==> config.mk <==
export PLATFORM = sky130hd
export DESIGN_NAME = iter_multdiv
export DESIGN_NICKNAME = d
export VERILOG_FILES = /design/src/rtl/multdiv_pkg.sv /design/src/rtl/md_restore_step.sv /design/src/rtl/iter_multdiv.sv
export SDC_FILE = /design/constraint.sdc
export NUM_CORES = 1
export LEC_CHECK = 0
export ABC_AREA = 1
export BUFFER_PORTS_ARGS = -buffer_cell sky130_fd_sc_hd__buf_4
export CORE_ASPECT_RATIO = 0.75
export CORE_UTILIZATION = 33
export CTS_BUF_LIST = sky130_fd_sc_hd__clkbuf_2
export CTS_CLUSTER_SIZE = 40
export DETAILED_ROUTE_END_ITERATION = 10
export GPL_ROUTABILITY_DRIVEN = 0
export SYNTH_ARGS = -nofsm -noshare
export SYNTH_HDL_FRONTEND = slang
export SYNTH_SLANG_ARGS = --single-unit
==> constraint.sdc <==
create_clock -name clock -period 4.5 [get_ports clock]
set_input_delay 0 -clock clock [delete_from_list [all_inputs] [get_ports clock]]
set_output_delay 0 -clock clock [all_outputs]
set_load 0.02 [all_outputs]
==> src/rtl/multdiv_pkg.sv <==
// Shared definitions for the iterative signed multiply/divide unit.
// Optional build macro: MULTDIV_EARLY_EXIT_EN (zero operand / zero divisor finishes immediately).
package multdiv_pkg;

  localparam int MD_WIDTH = 32;
  localparam int MD_CNT_W = 6;

  typedef enum logic [1:0] {
    IDLE = 2'd0,
    MUL  = 2'd1,
    DIV  = 2'd2,
    DONE = 2'd3
  } md_state_e;

  // rstatus codes selected by writeback when the unit flags an exception
  localparam logic [2:0] RSTATUS_MUL_OVF = 3'd4;
  localparam logic [2:0] RSTATUS_DIV_EXC = 3'd5;

  // Absolute value kept one bit wider so 0x80000000 maps to +2^31 without wrapping
  function automatic logic [MD_WIDTH:0] magnitude(input logic [MD_WIDTH-1:0] v);
    return v[MD_WIDTH-1] ? ({1'b0, ~v} + 1'b1) : {1'b0, v};
  endfunction

endpackage

==> src/rtl/md_restore_step.sv <==
// One restoring-division step: shift in the next dividend bit, subtract the
// divisor when it fits, and report the resulting quotient bit.
module md_restore_step #(
  parameter int WIDTH = 32
) (
  input  logic [WIDTH-1:0] rem_in,
  input  logic             in_bit,
  input  logic [WIDTH:0]   divisor,
  output logic [WIDTH-1:0] rem_out,
  output logic             q_bit
);

  logic [WIDTH:0] shifted;

  // Remainder stays below the divisor, so the difference always fits WIDTH bits
  always_comb begin
    shifted = {rem_in, in_bit};
    q_bit   = (shifted >= divisor);
    rem_out = q_bit ? (shifted[WIDTH-1:0] - divisor[WIDTH-1:0]) : shifted[WIDTH-1:0];
  end

endmodule

==> src/rtl/iter_multdiv.sv <==
// Iterative signed 32-bit multiply/divide beside the single-cycle ALU.
// Radix-2 shift-add multiply and restoring divide on magnitudes, WIDTH
// iterations each, one DONE cycle carrying the RDY pulse.
// Optional build macro: MULTDIV_EARLY_EXIT_EN.
module iter_multdiv
  import multdiv_pkg::*;
#(
  parameter int WIDTH = MD_WIDTH,
  parameter int CNT_W = MD_CNT_W
) (
  input  logic             clock,
  input  logic             reset,
  input  logic             ctrl_MULT,
  input  logic             ctrl_DIV,
  input  logic [WIDTH-1:0] operandA,
  input  logic [WIDTH-1:0] operandB,
  input  logic [4:0]       rd_in,
  output logic             busy,
  output logic             data_resultRDY,
  output logic [WIDTH-1:0] data_result,
  output logic             data_exception,
  output logic             is_div,
  output logic [4:0]       rd_out
);

  md_state_e          state_q, state_d;
  logic [CNT_W-1:0]   cnt_q, cnt_d;
  logic [2*WIDTH-1:0] mcand_q, mcand_d;   // shifted multiplicand
  logic [WIDTH:0]     opb_q, opb_d;       // multiplier (shifts right) or divisor
  logic [2*WIDTH-1:0] work_q, work_d;     // mul: accumulator; div: {remainder, dividend/quotient}
  logic               neg_q, neg_d;
  logic               special_q, special_d; // div by zero or MIN / -1
  logic [WIDTH-1:0]   res_q, res_d;
  logic               exc_q, exc_d;
  logic               is_div_q, is_div_d;
  logic [4:0]         rd_q, rd_d;

  logic [WIDTH:0]     a_mag, b_mag;
  logic [2*WIDTH-1:0] sum, prod;
  logic [WIDTH-1:0]   rem_nxt, quo;
  logic               q_bit, last, start, start_mul, start_div;

  md_restore_step #(.WIDTH(WIDTH)) u_step (
    .rem_in  (work_q[2*WIDTH-1:WIDTH]),
    .in_bit  (work_q[WIDTH-1]),
    .divisor (opb_q),
    .rem_out (rem_nxt),
    .q_bit   (q_bit)
  );

  // Next-state, iteration datapath and operand capture on accepted starts
  always_comb begin
    state_d   = state_q;
    cnt_d     = cnt_q;
    mcand_d   = mcand_q;
    opb_d     = opb_q;
    work_d    = work_q;
    neg_d     = neg_q;
    special_d = special_q;
    res_d     = res_q;
    exc_d     = exc_q;
    is_div_d  = is_div_q;
    rd_d      = rd_q;

    a_mag     = magnitude(operandA);
    b_mag     = magnitude(operandB);
    start_mul = ctrl_MULT;
    start_div = ctrl_DIV & ~ctrl_MULT;
    start     = ((state_q == IDLE) || (state_q == DONE)) && (ctrl_MULT || ctrl_DIV);
    last      = (cnt_q == CNT_W'(WIDTH-1));
    sum       = work_q + (opb_q[0] ? mcand_q : '0);
    prod      = neg_q ? -sum : sum;
    quo       = {work_q[WIDTH-2:0], q_bit};

    case (state_q)
      MUL: begin
        work_d  = sum;
        mcand_d = mcand_q << 1;
        opb_d   = opb_q >> 1;
        cnt_d   = cnt_q + 1'b1;
        if (last) begin
          state_d = DONE;
          res_d   = prod[WIDTH-1:0];
          exc_d   = (prod[2*WIDTH-1:WIDTH] != {WIDTH{prod[WIDTH-1]}});
        end
      end
      DIV: begin
        work_d = {rem_nxt, quo};
        cnt_d  = cnt_q + 1'b1;
        if (last) begin
          state_d = DONE;
          res_d   = special_q ? '0 : (neg_q ? -quo : quo);
          exc_d   = special_q;
        end
      end
      DONE:    state_d = IDLE;
      default: ;
    endcase

    if (start) begin
      state_d   = start_mul ? MUL : DIV;
      cnt_d     = '0;
      is_div_d  = start_div;
      rd_d      = rd_in;
      neg_d     = operandA[WIDTH-1] ^ operandB[WIDTH-1];
      mcand_d   = {{(WIDTH-1){1'b0}}, a_mag};
      opb_d     = b_mag;
      work_d    = start_mul ? '0 : {{(WIDTH-1){1'b0}}, a_mag};
      special_d = start_div && ((operandB == '0) ||
                  ((operandA == {1'b1, {(WIDTH-1){1'b0}}}) && (operandB == '1)));
`ifdef MULTDIV_EARLY_EXIT_EN
      if (start_mul && ((operandA == '0) || (operandB == '0))) begin
        state_d = DONE;
        res_d   = '0;
        exc_d   = 1'b0;
      end else if (start_div && (operandB == '0)) begin
        state_d = DONE;
        res_d   = '0;
        exc_d   = 1'b1;
      end
`endif
    end
  end

  // State and datapath registers; reset abandons any op in flight
  always_ff @(posedge clock) begin
    if (reset) begin
      state_q   <= IDLE;
      cnt_q     <= '0;
      mcand_q   <= '0;
      opb_q     <= '0;
      work_q    <= '0;
      neg_q     <= 1'b0;
      special_q <= 1'b0;
      res_q     <= '0;
      exc_q     <= 1'b0;
      is_div_q  <= 1'b0;
      rd_q      <= '0;
    end else begin
      state_q   <= state_d;
      cnt_q     <= cnt_d;
      mcand_q   <= mcand_d;
      opb_q     <= opb_d;
      work_q    <= work_d;
      neg_q     <= neg_d;
      special_q <= special_d;
      res_q     <= res_d;
      exc_q     <= exc_d;
      is_div_q  <= is_div_d;
      rd_q      <= rd_d;
    end
  end

  assign busy           = (state_q == MUL) || (state_q == DIV);
  assign data_resultRDY = (state_q == DONE);
  assign data_result    = res_q;
  assign data_exception = exc_q;
  assign is_div         = is_div_q;
  assign rd_out         = rd_q;

endmodule

==> flow_summary_export.csv <==
group,metric,value,unit
status,status,"finished clean",
layout,multi_input_area,16500,sq um
place,io_buffers,113,
setup_path,crit_buf_inv,3,
worst_hold_path,hold_depth,7,
place,place.detailed.hpwl,79000,microns
layout,area.sequential,4220,sq um
power_and_ir_drop,p_leak,15.4,nW
setup_path,critPathCaptureType,"flop",
layout,mostFrequentLayoutCell,"nand2_1",
timing,worst-slew-pin-transition,1170,ps
layout,layout.nets,4922,
setup_path,r2r_slack,50,ps
setup_path,worst_r2r_path_depth,30,
setup_path,slowest_delay,420,ps
setup_path,r2r_end,"data_exception",
layout,fin_area,30200,sq um
timing,period_share,98.8,%
global_route,grt_pass1_vias,27200,
clocking,htreeDepth,2,
timing,timing.hold.ws,99.1,ps
power_and_ir_drop,finalPower,0.0158,W
clocking,root_buffer,"clkbuf_2",
setup_path,crit_family,"simple AND/OR/NAND/NOR gates",
timing,fin_ws,52.4,ps
timing,rsz0062_at_grt,"true",
layout,fillers,7210,
synthesis,ys_types,62,
global_route,grt_max_degree,66,
clocking,clockBufferDepth,3,
clocking,cts_buffers,59,
synthesis,synth.cell_area,22900,sq um
setup_path,start_kind,"flop",
place,placed_cell_area,26300,sq um
timing,finClkSkew,178,ps
synthesis,ys.flop_type,"dfxtp_1",
setup_path,crit_slowest_cell,"ha_2",
route,wl_per_cell,18.5,microns
synthesis,yosysSeqAreaShare,18.4,%
synthesis,ys_ff_latch,210,
synthesis,syn_avg_cell_area,5.47,sq um
timing,maxSlewViolCount,0,
power_and_ir_drop,ir_worst_vdd,0.568,mV
clocking,numClockSinks,210,
synthesis,synth.largest_area_cell,"nand2_1",
clocking,cts_tree,"done",
layout,post_route_cells_drive_above_1_share,17.2,%
route,drcViolationCount,0,
die,coreArea,68500,sq um
layout,postLayoutCoreUtil,44.1,%
route,viasPerCell,5.32,
worst_hold_path,worstHoldPathType,"in -> reg",
timing,layout_min_cycle_time,4450,ps
timing,hold_viol,0,
job,drv_cap,0,
timing,setup_viol_count_final,0,
timing,relSlewSlack,22.2,%
place,place_ws,-257,ps
clocking,worstSkewPairLatency,1150,ps
setup_path,cp.arrival,5460,ps
worst_hold_path,worstHoldEndpoint,"mcand_q[3]",
timing,maxClockFrequency,225,MHz
route,num_vias,30200,
setup_path,critPathKind,"reg -> reg",
synthesis,ys_async_sr_fraction,0,%
die,rows,83,
global_route,grt_usage,28.8,%
die,die_x,306,microns
route,firstDrtPassIters,7,
die,die_h,230,microns
route,drt_iter0_drc,3838,
power_and_ir_drop,power.density,523,nW/um^2
die,fp.dieArea,70400,sq um
global_route,antenna_found_initial,4,
synthesis,synth_warnings,0,
setup_path,cp.required,5520,ps
setup_path,critical_path.most_common_cell,"nand2_1",
synthesis,synth_nets,4362,
setup_path,crit_fanout,9,
clocking,clk_pin_slew,140,ps
worst_hold_path,min_from,"operandA[1]",
layout,area_growth,32.2,%
route,detail-route-antenna-nets,0,
global_route,grt_pass1_wl,158000,microns
global_route,overflow,0,
die,start_util,33.4,%
synthesis,synth_top_area_share,23.3,%
die,io_pins,114,
synthesis,synthTopCellsByArea,"nand2_1 23%, dfxtp_1 18%, inv_1 10%",
synthesis,synth_cells,4181,
synthesis,synth_edf_count,0,
route,wirelength,105000,microns
layout,final_cell_mix,"1381 x nand2_1, 605 x inv_1, 374 x buf_4, 321 x nor2_1, 257 x a21oi_1",
setup_path,r2r_start,"opb_q[0]",
cell type report:
type	count	area share [%]
clock inverters	21	0.343
multi-input cells	3184	54.6
diodes	4	0.0331
repair buffers	628	17.9
flip-flops and latches	210	13.9
inverters	658	8.18
clock buffers	80	1.32
well taps	892	3.69
registers in the layout, summed over array words and instances, names as in the netlist:
name and count:
special_q 1, data_result 32, data_exception 1, neg_q 1, work_q 64, is_div 1, opb_q 33, cnt_q 6
mcand_q 64, state_q 2, rd_out 5
metal layers:
layer / GRT usage [%] / routed length, microns / up-vias
met5: 0 / 0 / -
met4: 6.52 / 2420 / 0
met3: 9.79 / 16000 / 192
met2: 39.6 / 39800 / 1797
met1: 42.1 / 46700 / 13700
li1: - / - / 14500
worst max path at each step:
stage,startpoint,endpoint,slack (ps),cells past startpoint
after floorplan,opb_q[2],data_result[22],6,33
after global placement,opb_q[12],data_result[22],-230,29
after detailed placement,opb_q[12],data_result[22],-260,29
after CTS,opb_q[0],data_exception,20,31
after global routing,opb_q[2],data_result[22],-250,32
final,opb_q[0],data_exception,50,30
worst min-delay path: cells and delay by family:
family | cells | cell delay (ps)
xor+xnor | 1 | 210
buf+inv | 2 | 650
simple gates | 3 | 240
compound gates | 1 | 100
power by group:
part	switching (W)	total [W]	internal (W)
registers	0.000436	0.00273	0.00229
logic	0.00747	0.0116	0.00414
clock network	0.000988	0.00149	0.000504
total	0.00889	0.0158	0.00693
metrics by stage:
stage | setup TNS [ps] | instances
global placement | -774 | 5310
global route | -1590 | 5674
finish | 0 | 5677
floorplan | 0 | 4181
detailed placement | -1100 | 5310
CTS | 0 | 5660
cell families (layout without fill, tap and decap cells):
group,Yosys count,count (layout),synth area share [%]
flops,210,210,18.4
fa+ha+maj,108,108,5.97
xor+xnor,95,95,3.64
compound gates,716,716,17.8
simple gates,2262,2263,41.2
buf+inv,788,1387,13.0
mux,2,2,0.0930
other cells,0,4,0
timing repair:
item                       4_1_cts  5_1_grt
resized for setup               11      210
pin swaps                        1       44
setup buffers                    1       11
hold buffers                   248        0
setup endpoints to repair        7       19
hold endpoints to repair       170        0
gates cloned                     0        3
cells in the mapped netlist, types with 12 or more instances:
| cell | instances |
|---|---|
| xor2_1 | 50 |
| nor3_1 | 55 |
| nand4_1 | 44 |
| o21ai_0 | 254 |
| nand2_1 | 1422 |
| inv_1 | 616 |
| nor2_1 | 377 |
| nand3_1 | 226 |
| nand3_2 | 15 |
| buf_1 | 16 |
| or2_2 | 12 |
| a31oi_1 | 51 |
| clkbuf_1 | 111 |
| o211ai_1 | 34 |
| a21oi_1 | 268 |
| inv_2 | 35 |
| nor2_2 | 32 |
| dfxtp_1 | 210 |
| xnor2_1 | 45 |
| nand2_2 | 44 |
| nor4_1 | 12 |
| ha_1 | 106 |
No activity file was read; power rests on OpenSTA's default activity.
